`src/rtl/mem_arbiter.sv`:
```
// Byte-wide RAM port arbiter shared by instruction fetch and MEM stage.
// Serialises 1/2/4-byte accesses into byte beats; MEM beats IF, no preemption.
//
// Ports:
//   clk, rst                      clock, async active-low reset
//   if_req/if_addr/if_flush       IF 4-byte fetch request, flush abort
//   if_data/if_done               fetched word, one-cycle completion pulse
//   mm_req/mm_we/mm_addr          MEM load/store request
//   mm_len/mm_wdata               size (00 b, 01 h, 1x w), store data
//   mm_rdata/mm_done              zero-extended load data, completion pulse
//   stallreq_if/stallreq_mem      requester still waiting
//   ram_din                       RAM read data, 1-cycle latency
//   ram_a/ram_dout/ram_wr         registered RAM address, data, strobe
module mem_arbiter #(
  parameter int ADDR_W = 17
) (
  input  logic              clk,
  input  logic              rst,
  input  logic              if_req,
  input  logic [31:0]       if_addr,
  input  logic              if_flush,
  output logic [31:0]       if_data,
  output logic              if_done,
  input  logic              mm_req,
  input  logic              mm_we,
  input  logic [31:0]       mm_addr,
  input  logic [1:0]        mm_len,
  input  logic [31:0]       mm_wdata,
  output logic [31:0]       mm_rdata,
  output logic              mm_done,
  output logic              stallreq_if,
  output logic              stallreq_mem,
  input  logic [7:0]        ram_din,
  output logic [ADDR_W-1:0] ram_a,
  output logic [7:0]        ram_dout,
  output logic              ram_wr
);

  typedef enum logic [1:0] {
    IDLE,
    IF_RD,
    MM_RD,
    MM_WR
  } state_t;

  state_t state;
  state_t state_nx;

  logic [2:0]        cnt;
  logic [2:0]        cnt_inc;
  logic [2:0]        cnt_dec;
  logic [2:0]        len;
  logic [2:0]        mm_n;
  logic [ADDR_W-1:0] base;
  logic [31:0]       wbuf;
  logic [31:0]       rbuf;
  logic [4:0]        rd_sh;
  logic [4:0]        wr_sh;
  logic [31:0]       rd_full;
  logic [31:0]       wr_word;
  logic              any_done;
  logic              acc_mm;
  logic              acc_if;
  logic              rd_last;
  logic              wr_last;
  logic              unused_hi;

  assign unused_hi = ^{if_addr[31:ADDR_W], mm_addr[31:ADDR_W]};

  always_comb begin
    mm_n = 3'd4;
    unique case (1'b1)
      mm_len == 2'b00: mm_n = 3'd1;
      mm_len == 2'b01: mm_n = 3'd2;
      default:         mm_n = 3'd4;
    endcase
  end

  assign cnt_inc = cnt + 3'd1;
  assign cnt_dec = cnt - 3'd1;
  assign rd_sh   = {cnt_dec[1:0], 3'b000};
  assign wr_sh   = {cnt_inc[1:0], 3'b000};
  // The last byte lands on the same edge that raises done.
  assign rd_full = rbuf | ({24'b0, ram_din} << rd_sh);
  assign wr_word = wbuf >> wr_sh;

  // A done pulse still high means the dead cycle: nothing accepted.
  assign any_done = if_done | mm_done;
  assign acc_mm   = (state == IDLE) & ~any_done & mm_req;
  assign acc_if   = (state == IDLE) & ~any_done & ~mm_req
                  & if_req & ~if_flush;
  assign rd_last  = (cnt == len);
  assign wr_last  = (cnt_inc == len);

  assign stallreq_if  = if_req & ~if_done;
  assign stallreq_mem = mm_req & ~mm_done;

  always_ff @(posedge clk or negedge rst) begin
    if (!rst) state <= IDLE;
    else      state <= state_nx;
  end

  always_comb begin
    state_nx = state;
    unique case (state)
      IDLE: begin
        if (acc_mm)      state_nx = mm_we ? MM_WR : MM_RD;
        else if (acc_if) state_nx = IF_RD;
      end
      IF_RD: begin
        if (if_flush || rd_last) state_nx = IDLE;
      end
      MM_RD: begin
        if (rd_last) state_nx = IDLE;
      end
      MM_WR: begin
        if (wr_last) state_nx = IDLE;
      end
      default: state_nx = IDLE;
    endcase
  end

  always_ff @(posedge clk or negedge rst) begin
    if (!rst) begin
      cnt      <= '0;
      len      <= '0;
      base     <= '0;
      wbuf     <= '0;
      rbuf     <= '0;
      ram_a    <= '0;
      ram_dout <= '0;
      ram_wr   <= 1'b0;
      if_data  <= '0;
      if_done  <= 1'b0;
      mm_rdata <= '0;
      mm_done  <= 1'b0;
    end else begin
      if_done <= 1'b0;
      mm_done <= 1'b0;
      ram_wr  <= 1'b0;
      unique case (state)
        IDLE: begin
          if (acc_mm) begin
            base  <= mm_addr[ADDR_W-1:0];
            ram_a <= mm_addr[ADDR_W-1:0];
            len   <= mm_n;
            wbuf  <= mm_wdata;
            cnt   <= '0;
            rbuf  <= '0;
            if (mm_we) begin
              ram_dout <= mm_wdata[7:0];
              ram_wr   <= 1'b1;
            end
          end else if (acc_if) begin
            base  <= if_addr[ADDR_W-1:0];
            ram_a <= if_addr[ADDR_W-1:0];
            len   <= 3'd4;
            cnt   <= '0;
            rbuf  <= '0;
          end
        end
        IF_RD, MM_RD: begin
          if (!(state == IF_RD && if_flush)) begin
            cnt <= cnt_inc;
            if (cnt_inc < len)
              ram_a <= base + ADDR_W'(cnt_inc);
            if (cnt != 3'd0)
              rbuf <= rd_full;
            if (rd_last) begin
              if (state == IF_RD) begin
                if_data <= rd_full;
                if_done <= 1'b1;
              end else begin
                mm_rdata <= rd_full;
                mm_done  <= 1'b1;
              end
            end
          end
        end
        MM_WR: begin
          cnt <= cnt_inc;
          if (wr_last) begin
            mm_done <= 1'b1;
          end else begin
            ram_a    <= base + ADDR_W'(cnt_inc);
            ram_dout <= wr_word[7:0];
            ram_wr   <= 1'b1;
          end
        end
        default: ;
      endcase
    end
  end

endmodule

```
`config.mk`:
```
export PLATFORM = sky130hd
export DESIGN_NAME = mem_arbiter
export DESIGN_NICKNAME = d
export VERILOG_FILES = /design/src/rtl/mem_arbiter.sv
export SDC_FILE = /design/constraint.sdc
export NUM_CORES = 1
export LEC_CHECK = 0
export BUFFER_PORTS_ARGS = -buffer_cell sky130_fd_sc_hd__buf_2
export CAP_MARGIN = 20
export CORE_MARGIN = 8
export CORE_UTILIZATION = 40
export CTS_BUF_LIST = sky130_fd_sc_hd__clkbuf_4 sky130_fd_sc_hd__clkbuf_8
export CTS_CLUSTER_DIAMETER = 200
export DETAILED_ROUTE_END_ITERATION = 8
export GPL_ROUTABILITY_DRIVEN = 0
export HOLD_SLACK_MARGIN = 0.06
export PLACE_DENSITY = 0.66
export SYNTH_ARGS = -nofsm -noshare
export SYNTH_HDL_FRONTEND = slang
export SYNTH_SLANG_ARGS = --single-unit
```
`constraint.sdc`:
```
create_clock -name clk -period 4.7 [get_ports clk]
set_clock_uncertainty 0.15 [all_clocks]
set_input_delay 0 -clock clk [delete_from_list [all_inputs] [get_ports clk]]
set_output_delay 0 -clock clk [all_outputs]
set_load 0.05 [all_outputs]
```
# Yosys cells after proc, flatten, opt, wreduce, memory -nomap -nowiden
# Cells that the tools add are included.
word_totals:
  wordCells: 111
  regBits: 181
  output_inout_bits: 94
  input_bits: 112
op_classes:
  n_mux: 42
  reduce_logical: 18
  bitwise_logic: 16
  eq_ne: 16
  shift: 2
  n_addsub: 3
  order_cmp: 1
ops:
  columns: ["operator", "count"]
  rows:
  - ["two-way mux 32 bit", 4]
  - ["two-way mux 17 bit", 5]
  - ["case mux 32 bit (2 select lines)", 1]
  - ["case mux 17 bit (3 select lines)", 1]
  - ["bitwise OR 32 bit", 1]
  - ["left shift 8 x 5 -> 32 bit", 1]
  - ["right shift 32 x 5 -> 8 bit", 1]
  - ["two-way mux 8 bit", 3]
  - ["AND reduction 4 bit", 6]
  - ["inequality test 2 bit, second input constant", 9]
  - ["adder 17 x 3 -> 17 bit", 1]
  - ["case mux 8 bit (2 select lines)", 1]
  - ["two-way mux 3 bit", 5]
  - ["two-way mux 1 bit", 12]
  - ["two-way mux 2 bit", 5]
  - ["case mux 3 bit (3 select lines)", 1]
  - ["case mux 2 bit (4 select lines)", 1]
  - ["bitwise AND 1 bit", 7]
  - ["inverter 1 bit", 7]
  - ["equality test 3 bit", 2]
  - ["case mux 3 bit (2 select lines)", 1]
  - ["AND reduction 2 bit", 3]
  - ["nonzero test 2 bit", 3]
  - ["equality test 2 x 1 -> 1 bit, second input constant", 2]
  - ["other kinds (12)", 15]

# Longest topological paths before layout
depth:
  depth_word: 9
  depth_mapped: 12
  ltp_nobuf: 9

# Worst setup path before layout
# No wires, ideal clock.
synth_timing:
  path_type: "reg2reg"
  start: "register cnt[0]"
  end: "register ram_a[12]"
  stages_incl_launch_ff: 13
  arrival_time_ns: 3.114
  t_required_ns: 4.425
  slack_ns: 1.311
  path_cell_list: "dfrtp_1 > clkbuf_2 > buf_2 > inv_1 > ha_1 > buf_2 > inv_1 > fa_1 > nor2b_1 > o211ai_4 > o21a_1 > o31a_1 > mux2_4"
synth_between:
  elab_chain_len: 5
  elab_cells_between_ends: 11
  cone_classes: "2 x add/sub; 1 x order compare; 3 x eq/ne; 4 x mux; 1 x reduce/logical"
synth_lines:
  columns: ["element", "line_no", "text"]
  rows:
  - ["start: declaration", "49", "logic [2:0] cnt;"]
  - ["start signal: assignment", "164", "cnt <= cnt_inc;"]
  - ["start signal: assignment", "181", "cnt <= cnt_inc;"]
  - ["adder 3 x 1 -> 3 bit (*)", "79", "assign cnt_inc = cnt + 3'd1;"]
  - ["adder 17 x 3 -> 17 bit", "166, 185", null]
  - ["two-way mux 17 bit", "165", "if (cnt_inc < len)"]
  - ["two-way mux 17 bit", "163", "if (!(state == IF_RD && if_flush)) begin"]
  - ["case mux 17 bit (3 select lines)", "141", "unique case (state)"]
  - ["end signal: assignment", "145", "ram_a <= mm_addr[ADDR_W-1:0];"]
  - ["end signal: assignment", "166", "ram_a <= base + ADDR_W'(cnt_inc);"]
  - ["end signal: assignment", "185", "ram_a <= base + ADDR_W'(cnt_inc);"]
  - ["end: declaration", "34", "output logic [ADDR_W-1:0] ram_a,"]
# Every way passes the cells marked *; elsewhere a longest branch is shown, timed or not. The select of a mux whose other input is x is not followed.
# A chain may end at the register's enable or synchronous reset.

# Worst setup path after layout
layout_timing:
  start: "register state[1]"
  end: "register ram_a[2]"
layout_between:
  elab_chain_len: 7
  elab_cells_between_ends: 18
  cone_classes: "7 x eq/ne; 2 x mux; 5 x bitwise; 4 x reduce/logical"
layout_lines:
  columns: ["element", "line_no", "text"]
  rows:
  - ["start: declaration", "46", "state_t state;"]
  - ["start signal: assignment", "100", "else state <= state_nx;"]
  - ["zero test 2 bit", "89, 90, 141", null]
  - ["bitwise AND 1 bit", "89, 90", null]
  - ["bitwise AND 1 bit", "90", "assign acc_if = (state == IDLE) & ~any_done & ~mm_req"]
  - ["bitwise AND 1 bit (2 in a row)", "91", "& if_req & ~if_flush;"]
  - ["inequality test 3 bit (no source line)", null, null]
  - ["AND reduction 4 bit (no source line)", null, null]
  - ["end signal: assignment", "145", null]
  - ["end signal: assignment", "156", "ram_a <= if_addr[ADDR_W-1:0];"]
  - ["end signal: assignment", "166", null]
# Parallel ways exist; a longest one is shown, timed or not.

==> summary.txt <==
Layout cell share with drive strength beyond 1 = 24.60%
Commonest cells in the netlist = 181 x dfrtp_1, 160 x nand2_1, 110 x a21oi_1
Routed length per instance = 16.26 µm
Synth async-reset ratio = 100.0%
Initial antenna violation count = 0
Reg2reg end = ram_a[2]$_DFFE_PN0P_
Die height = 160.1 µm
Vias = 6556
Relative slew margins = 28.30%
Worst slew pin tran = 1.075 ns
M2 GR Usage = 26.85%
Post-Synth Adder-Cell Area = 2.501%
Sw power = 0.004348 W
Worst hold endpoint = wbuf[27]$_DFFE_PN0P_
GR Util met3 = 4.190%
Reg2reg start = state[1]$_DFFE_PN0P_
Core area = 0.02030 mm²
Yosys warnings = 0
Net Sw Frac = 49.77%
Placed insts = 1216
Setup Fix Bufs, Post-CTS = 0
Initial Util = 40.91%
Worst EP arrival = 4.01 ns
Ports = 206
Maxcap violations = 0
Gr ovfl total = 0
EDFF count, synth = 0
Reg power frac = 32.2%
DR vias/cell = 4.926
Met1 global-route usage = 23.19%
Root Buffer = clkbuf_8
HP Class = in -> reg
Period minus WS final = 3.818 ns
Top cells by area, synth = dfrtp_1 55%, nand2_1 7.2%, a21oi_1 6.6%
First-pass GRT wire length = 35.73 mm
Pleak = 5.041 nW
DRC = 0
Post-synthesis mux area share = 9.867%
Status = completed
Sequential share of the synthesized area = 54.53%
Pin count of the biggest net entering global routing = 74
Skew-Pair Late Insertion Delay = 0.46 ns
Overall Power = 0.008736 W
Critical Path Start Type = flip-flop
Area growth syn-to-layout = 27.87%
Detailed-placement wirelength estimate = 14.34 mm
Hold Fails Final Rpt = 0
Gr usage total = 17.09%
CTS Buffer Depth = 2
Internal = 0.004388 W
Total routed wirelength = 21.65 mm
Ys flop type = dfrtp_1
Power per cell area = 822.6 mW/mm²
Peak supply drop = 0.0004525 V
Post-synthesis xor/xnor area fraction = 1.687%
R2r worst-path depth = 8
Synth Area in Simple Gates = 13.74%
Post-synthesis cell count = 811
Yosys top cell by area = dfrtp_1
Non-filler cells in the finished layout = 1331
PortBufs = 175
Mapped Nets = 939
RSZ-0062 raised after global routing = false
Max Fclk = 0.2619 GHz
Vias in the first global route = 6808
Number of H-tree levels = 4
CTS buffer count = 17
Final setup viols = 0
Die W = 160.1 µm
Worst reg-to-reg setup slack = 0.88 ns
Largest family of logic cells by synthesized area = compound AO/OA/AOI/OAI gates
# diodes = 0
Syn Std Cell Area = 0.008305 mm²
Finished Core Util = 52.32%
Compound-gate portion of the synthesized area = 14.13%
Setup TNS = 0 ns
Core Rows = 52
First DRT Iteration DRCs = 423
Count leader, synth = dfrtp_1
Critical path class = reg -> reg
Library cells used by synthesis = 55
Crit share post-route = 81.23%
Post-synth top area share = 54.53%
Worst EP required = 4.89 ns
Hold path depth = 4
Die area = 0.02563 mm²
Clk slew on worst S/H paths = 0.10 ns
Crit-path max FO = 24
GR peak layer = met2
Syn_area_per_cell = 10.24 µm²
1st-pass router iterations = 4
Post-cts sizing count = 0
Antenna Nets Post-Route = 0
Share of power burned in combinational logic = 55.7%
Max-slew violation count = 0
Nets = 1176
Crit. End Element = flip-flop
Clock share of power = 12.1%
TritonCTS clock tree = done
Synth Register Bits = 181
Min-delay src = mm_wdata[27]
Clock Sink Count = 181
-- worst max-delay path: stages (launching register included) --
cell and delay [ns]:
dfrtp_1 0.41, inv_1 0.15, ha_1 0.63, and4bb_2 0.80
buf_4 0.35, mux2i_1 0.24, dlygate4sd3_1 0.61, mux2i_1 0.08
mux2_1 0.29
-- metrics by stage --
stage | worst slack, ns | area, µm² | hold slack (ns)
after floorplan | 1.311 | 8305 | -0.4456
after global placement | 1.395 | 9383 | -0.009753
after detailed placement | 1.339 | 9383 | -0.01403
after CTS | 0.8435 | 10600 | 0.07711
after global routing | 0.5739 | 10620 | 0.1070
final | 0.8820 | 10620 | 0.1188
-- final cells by class --
cell class / instances / area, µm²
multi-input cells: 563 / 3488
clock inverters: 12 / 117.6
repair buffers: 269 / 1818
flip-flops and latches: 181 / 4529
inverters: 16 / 60.06
fillers: 1838 / 9679
clock buffers: 20 / 269.0
well taps: 270 / 337.8
-- logic make-up (layout without fill, tap and decap cells) --
logic type / after synthesis / in the layout
compound gates: 192 / 192
flops: 181 / 181
xor+xnor: 16 / 16
mux: 66 / 66
fa+ha+maj: 16 / 16
simple gates: 273 / 273
buf+inv: 67 / 317
-- worst max path at each step --
stage | start | endpoint | slack, ns | depth (start not counted)
finish | state[1]$_DFFE_PN0P_ | ram_a[2]$_DFFE_PN0P_ | 0.88 | 8
floorplan | cnt[0]$_DFFE_PN0P_ | ram_a[12]$_DFFE_PN0P_ | 1.31 | 12
CTS | state[0]$_DFFE_PN0P_ | ram_a[4]$_DFFE_PN0P_ | 0.84 | 8
global route | state[1]$_DFFE_PN0P_ | ram_a[0]$_DFFE_PN0P_ | 0.57 | 8
detailed placement | state[0]$_DFFE_PN0P_ | ram_a[4]$_DFFE_PN0P_ | 1.34 | 7
global placement | state[0]$_DFFE_PN0P_ | ram_a[4]$_DFFE_PN0P_ | 1.40 | 7
-- power by group through the flow --
| stage | clock network (W) | logic, W | registers [W] |
|---|---|---|---|
| after detailed placement | 0 | 0.00481 | 0.00283 |
| after global routing | 0.00116 | 0.00534 | 0.00291 |
| after CTS | 0.00109 | 0.00493 | 0.00281 |
| final | 0.00105 | 0.00487 | 0.00281 |
| after global placement | 0 | 0.00473 | 0.00281 |
| after floorplan | 0 | 0.00242 | 0.00409 |
-- per-layer routing --
layer / vias to the layer above / wire [µm]
li1: 3230 / -
met1: 3141 / 10260
met2: 171 / 9917
met3: 14 / 1201
met4: 0 / 267
met5: - / 0
-- placed cells by master (no fill, tap or decap), types with 9 or more instances in the layout --
cell type and n:
inv_1 16, buf_2 174, nor2_1 79, dfrtp_1 181, mux2_4 9, dlygate4sd3_1 81, o21ai_0 53, nand2_1 160
mux2i_1 38, ha_1 15, clkbuf_8 20, buf_4 11, a21oi_1 110
-- flip-flops by register name (all words and copies together) (netlist names), 2 cells and up --
| register | count |
|---|---|
| len | 3 |
| cnt | 3 |
| ram_dout | 8 |
| mm_rdata | 32 |
| base | 17 |
| if_data | 32 |
| rbuf | 32 |
| state | 2 |
| wbuf | 32 |
| ram_a | 17 |
-- repair_timing --
item	in CTS	in global routing
endpoints found under the hold margin	272	0
hold buffers	82	0
setup endpoints to repair	0	0
Power figures use the tool's default switching activity.
